==> src/rtl/load_scheduler.sv <==
// -----------------------------------------------------------------------------
// load_scheduler
//
// Sequencer in front of the tile load unit. Accepts one two-operand load
// request at a time, strobes it to the load unit for a single cycle, gathers
// each operand from local memory (fixed one-cycle read latency) or from the
// remote fetch unit (variable latency), then presents both operands together
// on a valid/ready output. Saturating counters track how many operands were
// served locally and remotely.
//
// Ports
//   clk, rst                        clock, synchronous active-high reset
//   in_vld / in_rdy                 request handshake
//   in_addr1, in_addr2              operand addresses of the request
//   ld_req_vld                      one-cycle request strobe to the load unit
//   ld_addr1, ld_addr2              registered addresses to the load unit
//   ld_mem_vld1/2, ld_fetch_vld1/2  load-unit decode (local / remote) per slot
//   mem_rdata1/2                    local RAM data, one cycle after decode
//   fetch_rsp_vld1/2, _data1/2      remote responses per operand slot
//   out_vld / out_rdy               operand pair handshake
//   out_data1, out_data2            registered operands
//   busy                            high whenever the sequencer is not idle
//   cnt_local, cnt_remote           saturating operand traffic counters
// -----------------------------------------------------------------------------
module load_scheduler #(
  parameter int X_COORD     = 1,
  parameter int Y_COORD     = 1,
  parameter int DATA_WIDTH  = 32,
  parameter int CNT_WIDTH   = 16,
  parameter int ADDR_LENGTH = 32
) (
  input  logic                   clk,
  input  logic                   rst,
  input  logic                   in_vld,
  output logic                   in_rdy,
  input  logic [ADDR_LENGTH-1:0] in_addr1,
  input  logic [ADDR_LENGTH-1:0] in_addr2,
  output logic                   ld_req_vld,
  output logic [ADDR_LENGTH-1:0] ld_addr1,
  output logic [ADDR_LENGTH-1:0] ld_addr2,
  input  logic                   ld_mem_vld1,
  input  logic                   ld_mem_vld2,
  input  logic                   ld_fetch_vld1,
  input  logic                   ld_fetch_vld2,
  input  logic [DATA_WIDTH-1:0]  mem_rdata1,
  input  logic [DATA_WIDTH-1:0]  mem_rdata2,
  input  logic                   fetch_rsp_vld1,
  input  logic                   fetch_rsp_vld2,
  input  logic [DATA_WIDTH-1:0]  fetch_rsp_data1,
  input  logic [DATA_WIDTH-1:0]  fetch_rsp_data2,
  output logic                   out_vld,
  input  logic                   out_rdy,
  output logic [DATA_WIDTH-1:0]  out_data1,
  output logic [DATA_WIDTH-1:0]  out_data2,
  output logic                   busy,
  output logic [CNT_WIDTH-1:0]   cnt_local,
  output logic [CNT_WIDTH-1:0]   cnt_remote
);

  typedef enum logic [1:0] {
    ST_IDLE  = 2'd0,
    ST_ISSUE = 2'd1,
    ST_WAIT  = 2'd2,
    ST_OUT   = 2'd3
  } state_t;

  // The tile coordinates only matter to the load unit's address decode, which
  // lives outside this block; the scheduler never looks at them. The empty
  // block below documents the legal coordinate range.
  if ((X_COORD < 0) || (Y_COORD < 0)) begin : g_bad_coord
  end

  // Add a 0..2 increment to a counter, sticking at all-ones instead of wrapping.
  function automatic logic [CNT_WIDTH-1:0] sat_add(
    input logic [CNT_WIDTH-1:0] value,
    input logic [1:0]           inc
  );
    logic [CNT_WIDTH:0] sum;
    sum = {1'b0, value} + {{(CNT_WIDTH-1){1'b0}}, inc};
    if (sum[CNT_WIDTH]) begin
      sat_add = {CNT_WIDTH{1'b1}};
    end else begin
      sat_add = sum[CNT_WIDTH-1:0];
    end
  endfunction

  state_t                  state_r;
  state_t                  state_next_s;

  logic                    in_rdy_r;
  logic                    ld_req_vld_r;
  logic                    out_vld_r;
  logic                    busy_r;
  logic                    in_rdy_next_s;
  logic                    ld_req_vld_next_s;
  logic                    out_vld_next_s;
  logic                    busy_next_s;

  logic [ADDR_LENGTH-1:0]  ld_addr1_r;
  logic [ADDR_LENGTH-1:0]  ld_addr2_r;
  logic [DATA_WIDTH-1:0]   data1_r;
  logic [DATA_WIDTH-1:0]   data2_r;
  logic [CNT_WIDTH-1:0]    cnt_local_r;
  logic [CNT_WIDTH-1:0]    cnt_remote_r;

  // Per-slot bookkeeping: loc = served from local RAM, pend = still waiting on
  // a remote response, got = operand captured. first_wait_r marks the single
  // cycle in which local RAM data is valid.
  logic                    loc1_r;
  logic                    loc2_r;
  logic                    pend1_r;
  logic                    pend2_r;
  logic                    got1_r;
  logic                    got2_r;
  logic                    first_wait_r;

  logic                    accept_s;
  logic                    cap_loc1_s;
  logic                    cap_loc2_s;
  logic                    cap_rem1_s;
  logic                    cap_rem2_s;
  logic                    got1_next_s;
  logic                    got2_next_s;
  logic [1:0]              local_inc_s;
  logic [1:0]              remote_inc_s;

  // Capture strobes and the resulting got flags for this cycle.
  always_comb begin
    accept_s     = in_vld && in_rdy_r;
    cap_loc1_s   = (state_r == ST_WAIT) && first_wait_r && loc1_r;
    cap_loc2_s   = (state_r == ST_WAIT) && first_wait_r && loc2_r;
    // Remote responses only count on a slot still pending, and only in WAIT.
    cap_rem1_s   = (state_r == ST_WAIT) && pend1_r && fetch_rsp_vld1;
    cap_rem2_s   = (state_r == ST_WAIT) && pend2_r && fetch_rsp_vld2;
    got1_next_s  = got1_r || cap_loc1_s || cap_rem1_s;
    got2_next_s  = got2_r || cap_loc2_s || cap_rem2_s;
    local_inc_s  = {1'b0, ld_mem_vld1} + {1'b0, ld_mem_vld2};
    remote_inc_s = {1'b0, ld_fetch_vld1} + {1'b0, ld_fetch_vld2};
  end

  // State register.
  always_ff @(posedge clk) begin
    if (rst) begin
      state_r <= ST_IDLE;
    end else begin
      state_r <= state_next_s;
    end
  end

  // Next-state logic. WAIT leaves on the same edge that completes the pair, so
  // OUT is entered the cycle after the last capture.
  always_comb begin
    state_next_s = state_r;
    case (state_r)
      ST_IDLE: begin
        if (accept_s) begin
          state_next_s = ST_ISSUE;
        end else begin
          state_next_s = ST_IDLE;
        end
      end
      ST_ISSUE: begin
        state_next_s = ST_WAIT;
      end
      ST_WAIT: begin
        if (got1_next_s && got2_next_s) begin
          state_next_s = ST_OUT;
        end else begin
          state_next_s = ST_WAIT;
        end
      end
      ST_OUT: begin
        if (out_rdy) begin
          state_next_s = ST_IDLE;
        end else begin
          state_next_s = ST_OUT;
        end
      end
      default: begin
        state_next_s = ST_IDLE;
      end
    endcase
  end

  // Output decode from the upcoming state so the handshake outputs can be
  // registered and still line up with the state they describe.
  always_comb begin
    in_rdy_next_s     = 1'b0;
    ld_req_vld_next_s = 1'b0;
    out_vld_next_s    = 1'b0;
    busy_next_s       = 1'b1;
    case (state_next_s)
      ST_IDLE: begin
        in_rdy_next_s = 1'b1;
        busy_next_s   = 1'b0;
      end
      ST_ISSUE: begin
        ld_req_vld_next_s = 1'b1;
      end
      ST_WAIT: begin
        busy_next_s = 1'b1;
      end
      ST_OUT: begin
        out_vld_next_s = 1'b1;
      end
      default: begin
        in_rdy_next_s = 1'b1;
        busy_next_s   = 1'b0;
      end
    endcase
  end

  // Registered handshake and status outputs.
  always_ff @(posedge clk) begin
    if (rst) begin
      in_rdy_r     <= 1'b1;
      ld_req_vld_r <= 1'b0;
      out_vld_r    <= 1'b0;
      busy_r       <= 1'b0;
    end else begin
      in_rdy_r     <= in_rdy_next_s;
      ld_req_vld_r <= ld_req_vld_next_s;
      out_vld_r    <= out_vld_next_s;
      busy_r       <= busy_next_s;
    end
  end

  // Request address capture on acceptance.
  always_ff @(posedge clk) begin
    if (rst) begin
      ld_addr1_r <= {ADDR_LENGTH{1'b0}};
      ld_addr2_r <= {ADDR_LENGTH{1'b0}};
    end else if (accept_s) begin
      ld_addr1_r <= in_addr1;
      ld_addr2_r <= in_addr2;
    end
  end

  // Slot flags: latch the load-unit decode in ISSUE, then track captures.
  always_ff @(posedge clk) begin
    if (rst) begin
      loc1_r       <= 1'b0;
      loc2_r       <= 1'b0;
      pend1_r      <= 1'b0;
      pend2_r      <= 1'b0;
      got1_r       <= 1'b0;
      got2_r       <= 1'b0;
      first_wait_r <= 1'b0;
    end else begin
      case (state_r)
        ST_ISSUE: begin
          loc1_r       <= ld_mem_vld1;
          loc2_r       <= ld_mem_vld2;
          pend1_r      <= ld_fetch_vld1;
          pend2_r      <= ld_fetch_vld2;
          got1_r       <= 1'b0;
          got2_r       <= 1'b0;
          first_wait_r <= 1'b1;
        end
        ST_WAIT: begin
          first_wait_r <= 1'b0;
          got1_r       <= got1_next_s;
          got2_r       <= got2_next_s;
          if (cap_rem1_s) begin
            pend1_r <= 1'b0;
          end
          if (cap_rem2_s) begin
            pend2_r <= 1'b0;
          end
        end
        default: begin
          first_wait_r <= 1'b0;
        end
      endcase
    end
  end

  // Operand capture; data only moves in WAIT, so it is frozen throughout OUT.
  always_ff @(posedge clk) begin
    if (rst) begin
      data1_r <= {DATA_WIDTH{1'b0}};
      data2_r <= {DATA_WIDTH{1'b0}};
    end else begin
      if (cap_loc1_s) begin
        data1_r <= mem_rdata1;
      end else if (cap_rem1_s) begin
        data1_r <= fetch_rsp_data1;
      end
      if (cap_loc2_s) begin
        data2_r <= mem_rdata2;
      end else if (cap_rem2_s) begin
        data2_r <= fetch_rsp_data2;
      end
    end
  end

  // Traffic counters, bumped once per request from the decode seen in ISSUE.
  always_ff @(posedge clk) begin
    if (rst) begin
      cnt_local_r  <= {CNT_WIDTH{1'b0}};
      cnt_remote_r <= {CNT_WIDTH{1'b0}};
    end else if (state_r == ST_ISSUE) begin
      cnt_local_r  <= sat_add(cnt_local_r, local_inc_s);
      cnt_remote_r <= sat_add(cnt_remote_r, remote_inc_s);
    end
  end

  assign in_rdy     = in_rdy_r;
  assign ld_req_vld = ld_req_vld_r;
  assign ld_addr1   = ld_addr1_r;
  assign ld_addr2   = ld_addr2_r;
  assign out_vld    = out_vld_r;
  assign out_data1  = data1_r;
  assign out_data2  = data2_r;
  assign busy       = busy_r;
  assign cnt_local  = cnt_local_r;
  assign cnt_remote = cnt_remote_r;

endmodule
==> config.mk <==
export PLATFORM = sky130hd
export DESIGN_NAME = load_scheduler
export DESIGN_NICKNAME = d
export VERILOG_FILES = /design/src/rtl/load_scheduler.sv
export SDC_FILE = /design/constraint.sdc
export NUM_CORES = 1
export LEC_CHECK = 0
export ABC_AREA = 1
export CORE_AREA = 2 2 143 145
export CTS_CLUSTER_SIZE = 28
export DETAILED_ROUTE_END_ITERATION = 7
export DIE_AREA = 0 0 145 147
export PLACE_DENSITY_LB_ADDON = 0.08
export REMOVE_ABC_BUFFERS = 1
export SLEW_MARGIN = 20
export SYNTH_ARGS = -nofsm -noshare
export SYNTH_HDL_FRONTEND = slang
export SYNTH_SLANG_ARGS = --single-unit
==> constraint.sdc <==
create_clock -name clk -period 2.8 [get_ports clk]
set_input_delay 0.56 -clock clk [delete_from_list [all_inputs] [get_ports clk]]
set_output_delay 0.56 -clock clk [all_outputs]
set_load 0.05 [all_outputs]
# ---- Word level (Yosys, flattened, before mapping)
# Cells that the tools add are included.
dict set report word_totals {
  output_inout_bits 164
  word_cells 70
  register_bits 173
  in_bits 202
}
dict set report op_classes {
  n_eq_ne 7
  add_sub_neg 4
  n_mux 21
  n_reduce_logical 20
}
# cell n
set op_table {}
lappend op_table {{$mux W32} 4}
lappend op_table {{$add A16 B2 Y17} 2}
lappend op_table {{$mux W16} 2}
lappend op_table {{$logic_and A1 B1 Y1} 9}
lappend op_table {{$mux W1} 9}
lappend op_table {{$pmux W1 S2} 4}
lappend op_table {{$pmux W2 S4} 1}
lappend op_table {{$eq A2 B2 Y1 const B} 3}
lappend op_table {{$reduce_bool A2 Y1} 3}
lappend op_table {{$add A1 B1 Y2} 2}
lappend op_table {{$eq A2 B1 Y1 const B} 2}
lappend op_table {{$logic_not A2 Y1} 2}
lappend op_table {{$logic_or A1 B1 Y1} 4}
lappend op_table {{$ne A2 B2 Y1 const B} 2}
lappend op_table {{$reduce_and A2 Y1} 2}
lappend op_table {{$mux W2} 1}

# ---- Longest topological paths before layout
dict set report depth {
  depth_word 10
  depth_mapped 13
}

# ---- Worst setup path before layout
# No wires, ideal clock.
dict set report synth_path {
  kind {register -> register}
  from {register cnt_local_r[0] (netlist: cnt_local[0])}
  to {register cnt_local_r[13] (netlist: cnt_local[13])}
  path_stages_with_launch 14
  t_arrival_ns 2.167
  required_ns 2.744
  n_path_buf 1
  path_slack_ns 0.577
  cell_sequence {dfxtp_1 -> inv_1 -> fa_1 -> inv_1 -> ha_1 -> nand2_1 -> inv_1 -> nand2_2 -> nor2_8 -> nand4_4 -> buf_6 -> nand3_2 -> nand2_1 -> inv_1}
}
dict set report synth_via {
  elab_chain_cells 2
}
# item line_no
set synth_rtl {}
lappend synth_rtl {{from (decl)} 103} ;# logic [CNT_WIDTH-1:0] cnt_local_r;
lappend synth_rtl {{from (signal assigned)} 300} ;# cnt_local_r <= {CNT_WIDTH{1'b0}};
lappend synth_rtl {{from (signal assigned)} 303} ;# cnt_local_r <= sat_add(cnt_local_r, local_inc_s);
lappend synth_rtl {{$add A16 B2 Y17} 79} ;# sum = {1'b0, value} + {{(CNT_WIDTH-1){1'b0}}, inc};
lappend synth_rtl {{$mux W16} 80} ;# if (sum[CNT_WIDTH]) begin
# No other way between the ends.
# A chain may end at the register's enable or synchronous reset.

# ---- Final worst setup path
dict set report layout_path {
  from {register cnt_local_r[5] (netlist: cnt_local[5])}
  to {output cnt_local[5]}
}
# item line_no
set layout_lines {}
lappend layout_lines {{to (decl)} 56} ;# output logic [CNT_WIDTH-1:0] cnt_local,
# No word-level cell between the ends.

==> flow_summary_export.csv <==
group,metric,value,unit
run_status,status,"complete, no violations",
global_routing,globalRouteTotalUtil,24.11,%
place,gp_congestion,0.8406,
critical_path,r2r-start,"state_r[1]",
power_and_ir_drop,p_clk_share,32.7,%
critical_path,path_cells,"clkdlybuf4s50_1",
critical_path,r2r_slack,0.53,ns
critical_path,cp-start-kind,"flop",
worst_hold_path,worst_hold_startpoint,"rst",
drt,dr.pass1.iters,4,
synth,synth_top_cell_by_area,"dfxtp_1",
layout,drive_gt1_share,6.622,%
timing,clock_skew,0.007917,ns
drt,drt_iter0_markers,380,
critical_path,critPathArrivalTime,1.75,ns
critical_path,crit_type,"flop to primary output",
drt,antenna_left,0,
synth,yosysUniqueCellTypes,42,
timing,tns,0,ns
global_routing,antenna_found_initial,1,
critical_path,crit_required,2.24,ns
power_and_ir_drop,power.density,662.2,nW/um2
synth,synth_warnings,0,
timing,hold_viol_final,0,
timing,fmax,433.2,MHz
synth,synthArstFlopShare,0,%
timing,period_needed,2.308,ns
clock_network,path_clk_slew,0.07,ns
clock_network,numCtsBuffers,17,
timing,tightest_slew,0.6485,ns
timing,period_share,82.44,%
critical_path,crit_family,"buffers and inverters",
drt,vias,7654,
power_and_ir_drop,seqPwrFrac,36.3,%
global_routing,grt.overflow.total,0,
clock_network,post_cts_buffers,0,
critical_path,cp_max_fo,4,
critical_path,worstReg2RegEnd,"out_data1[14]",
critical_path,cp_num_buf_inv,1,
floorplanning,die_area,21320,um2
power_and_ir_drop,swShare,34.33,%
critical_path,worstRegToRegCells,6,
floorplanning,io_pins,366,
drt,drc,0,
synth,synthCells,975,
clock_network,htreeDepth,4,
layout,final_net_count,1526,
timing,drv_slew,0,
drt,wire_per_inst,16.29,um
synth,seq_area_frac_synth,46.06,%
floorplanning,die_w,145,um
drt,avgViaCountPerCell,4.781,
power_and_ir_drop,leakagePower,4.593,nW
clock_network,cts_tree,"done",
synth,ys_top_cells_by_area,"dfxtp_1 46%, nor2_1 8.1%, o21ai_0 7.3%",
synth,syn_area,7518,um2
run,drv_cap,0,
floorplanning,placementRows,52,
floorplanning,fp.dieH,147,um
clock_network,clock_latency,0.43,ns
global_routing,grt_first_pass_wirelength,40.69,mm
worst_hold_path,hold_depth,2,
worst_hold_path,hp-class,"primary input to flop",
power_and_ir_drop,peakVddDrop,0.4813,mV
power_and_ir_drop,power_frac_comb,31.1,%
clock_network,cts_resized,0,
power_and_ir_drop,p_int,5.217,mW
synth,syn_avg_cell_area,7.711,um2
critical_path,max_stage_delay,0.86,ns
synth,synth_edf_count,0,
clock_network,clock_sinks,173,
timing,setup_violations,0,
critical_path,endpoint_kind,"primary output",
critical_path,slowest_stage,"clkdlybuf4s50_1",
floorplanning,core,19840,um2
global_routing,grt_pass1_vias,7143,
global_routing,grt_start_max_net_pins,52,
timing,relSlewSlack,56.63,%
power_and_ir_drop,power.switching,2.727,mW
clock_network,cts_root_buf,"clkbuf_16",
timing,rsz0062_at_grt,"false",
floorplanning,start_util,37.89,%
clock_network,cts_buffer_depth,2,
place,io_buffers,365,
power_and_ir_drop,p_total,7.943,mW
synth,synthFlopType,"dfxtp_1",
synth,synth_commonest_cells,"173 x dfxtp_1, 162 x nor2_1, 143 x nand2_1",
drt,wl,26.09,mm
place,place_hpwl,19.09,mm
clock_network,ctsHoldBuffers,0,
synth,yosys_register_bits,173,
synth,synth_top_area_share,46.06,%
layout,syn2layout_area_growth,59.54,%
synth,yosysMostFrequentCell,"dfxtp_1",
worst_hold_path,hold_end,"cnt_local[7]",
[logic make-up (layout without fill, tap and decap cells)]
group,after synthesis,count (layout),share of synthesized area (%)
compound gates,300,300,22.67
xor+xnor,10,10,1.165
fa+ha+maj,8,8,1.531
buf+inv,121,475,7.406
flops,173,173,46.06
other cells,0,2,0
simple gates,363,363,21.17
[flip-flops by register name (all words and copies together) (netlist names), 2 cells and up]
register    flops
out_data1      32
cnt_local      16
ld_addr2       32
state_r         2
out_data2      32
ld_addr1       32
cnt_remote     16
[worst register-to-register path: cells and delay by family, from the launching register on]
family / cells / cell delay, ns
fa+ha+maj: 1 / 0.52
buf+inv: 1 / 0.52
compound gates: 3 / 0.45
flops: 1 / 0.40
simple gates: 1 / 0.31
[layer usage]
layer  global-route usage [%]  wire, um  vias up
li1                         -         -     3900
met1                    29.65     11220     3464
met2                    39.95     12400      254
met3                    7.981      1809       36
met4                    7.970       658        0
met5                        0         0        -
[final cells by class]
class                           count  area (um2)
Clock inverter                     12       182.7
Sequential cell                   173        3463
Timing Repair Buffer              381        3809
Multi-Input combinational cell    681        3498
Antenna cell                        2       5.005
Tap cell                          270       337.8
Clock buffer                       20       466.7
Fill cell                        1855        7849
Inverter                           62       232.7
[power groups by stage]
| stage | Clock, mW | Combinational, mW | Sequential (mW) |
|---|---|---|---|
| detailed placement | 0 | 2.48 | 2.94 |
| global placement | 0 | 2.47 | 2.93 |
| global route | 2.76 | 2.63 | 2.92 |
| finish | 2.59 | 2.47 | 2.88 |
| floorplan | 0 | 0.582 | 3.76 |
| CTS | 2.65 | 2.49 | 2.88 |
[metrics by stage]
step           util, %  instances  hold slack [ns]  instance area, um2  setup WS, ns
2_1_floorplan        -        916           0.4505                7194        0.3586
3_3_place_gp     57.15       1567           0.4518               11340        0.1139
3_5_place_dp     57.15       1567           0.4550               11340       0.07683
4_1_cts          60.42       1599           0.4146               11990        0.4660
5_1_grt          60.44       1600           0.4119               11990        0.2429
6_report         60.45       1601           0.4346               12000        0.4918
[worst max path at each step]
stage                       from             to  slack (ns)  depth (start not counted)
floorplan                 in_rdy    ld_addr1[0]        0.36                          4
global placement     ld_mem_vld1  cnt_local[14]        0.11                         13
detailed placement   ld_mem_vld1  cnt_local[14]        0.08                         13
CTS                 cnt_local[5]   cnt_local[5]        0.47                          1
global route          state_r[0]           busy        0.24                         10
finish              cnt_local[5]   cnt_local[5]        0.49                          1
[layout by cell type (no fill, tap or decap), types with 2 or more instances in the layout]
master	netlist	final
a21oi_1	82	82
a21oi_2	4	4
a221oi_1	2	2
a31oi_1	4	4
buf_12	0	3
buf_4	4	14
bufinv_16	0	4
clkbuf_16	0	17
clkbuf_8	0	3
clkdlybuf4s50_1	0	364
clkinv_4	0	2
clkinvlp_4	0	3
dfxtp_1	173	173
diode_2	0	2
fa_1	2	2
ha_1	6	6
inv_1	55	54
inv_2	7	8
inv_6	0	2
nand2_1	143	143
nand2_2	5	5
nand2_4	2	2
nand3_1	18	18
nand3_2	4	4
nand3_4	3	3
nand3b_1	4	4
nand4_1	5	5
nor2_1	162	162
nor2_2	4	4
nor2_4	3	3
nor3_1	4	4
o211ai_1	3	3
o21a_1	62	62
o21ai_0	110	110
o21ai_1	30	30
xnor2_1	4	4
xor2_1	6	6
(Power assumes the default switching activity.)
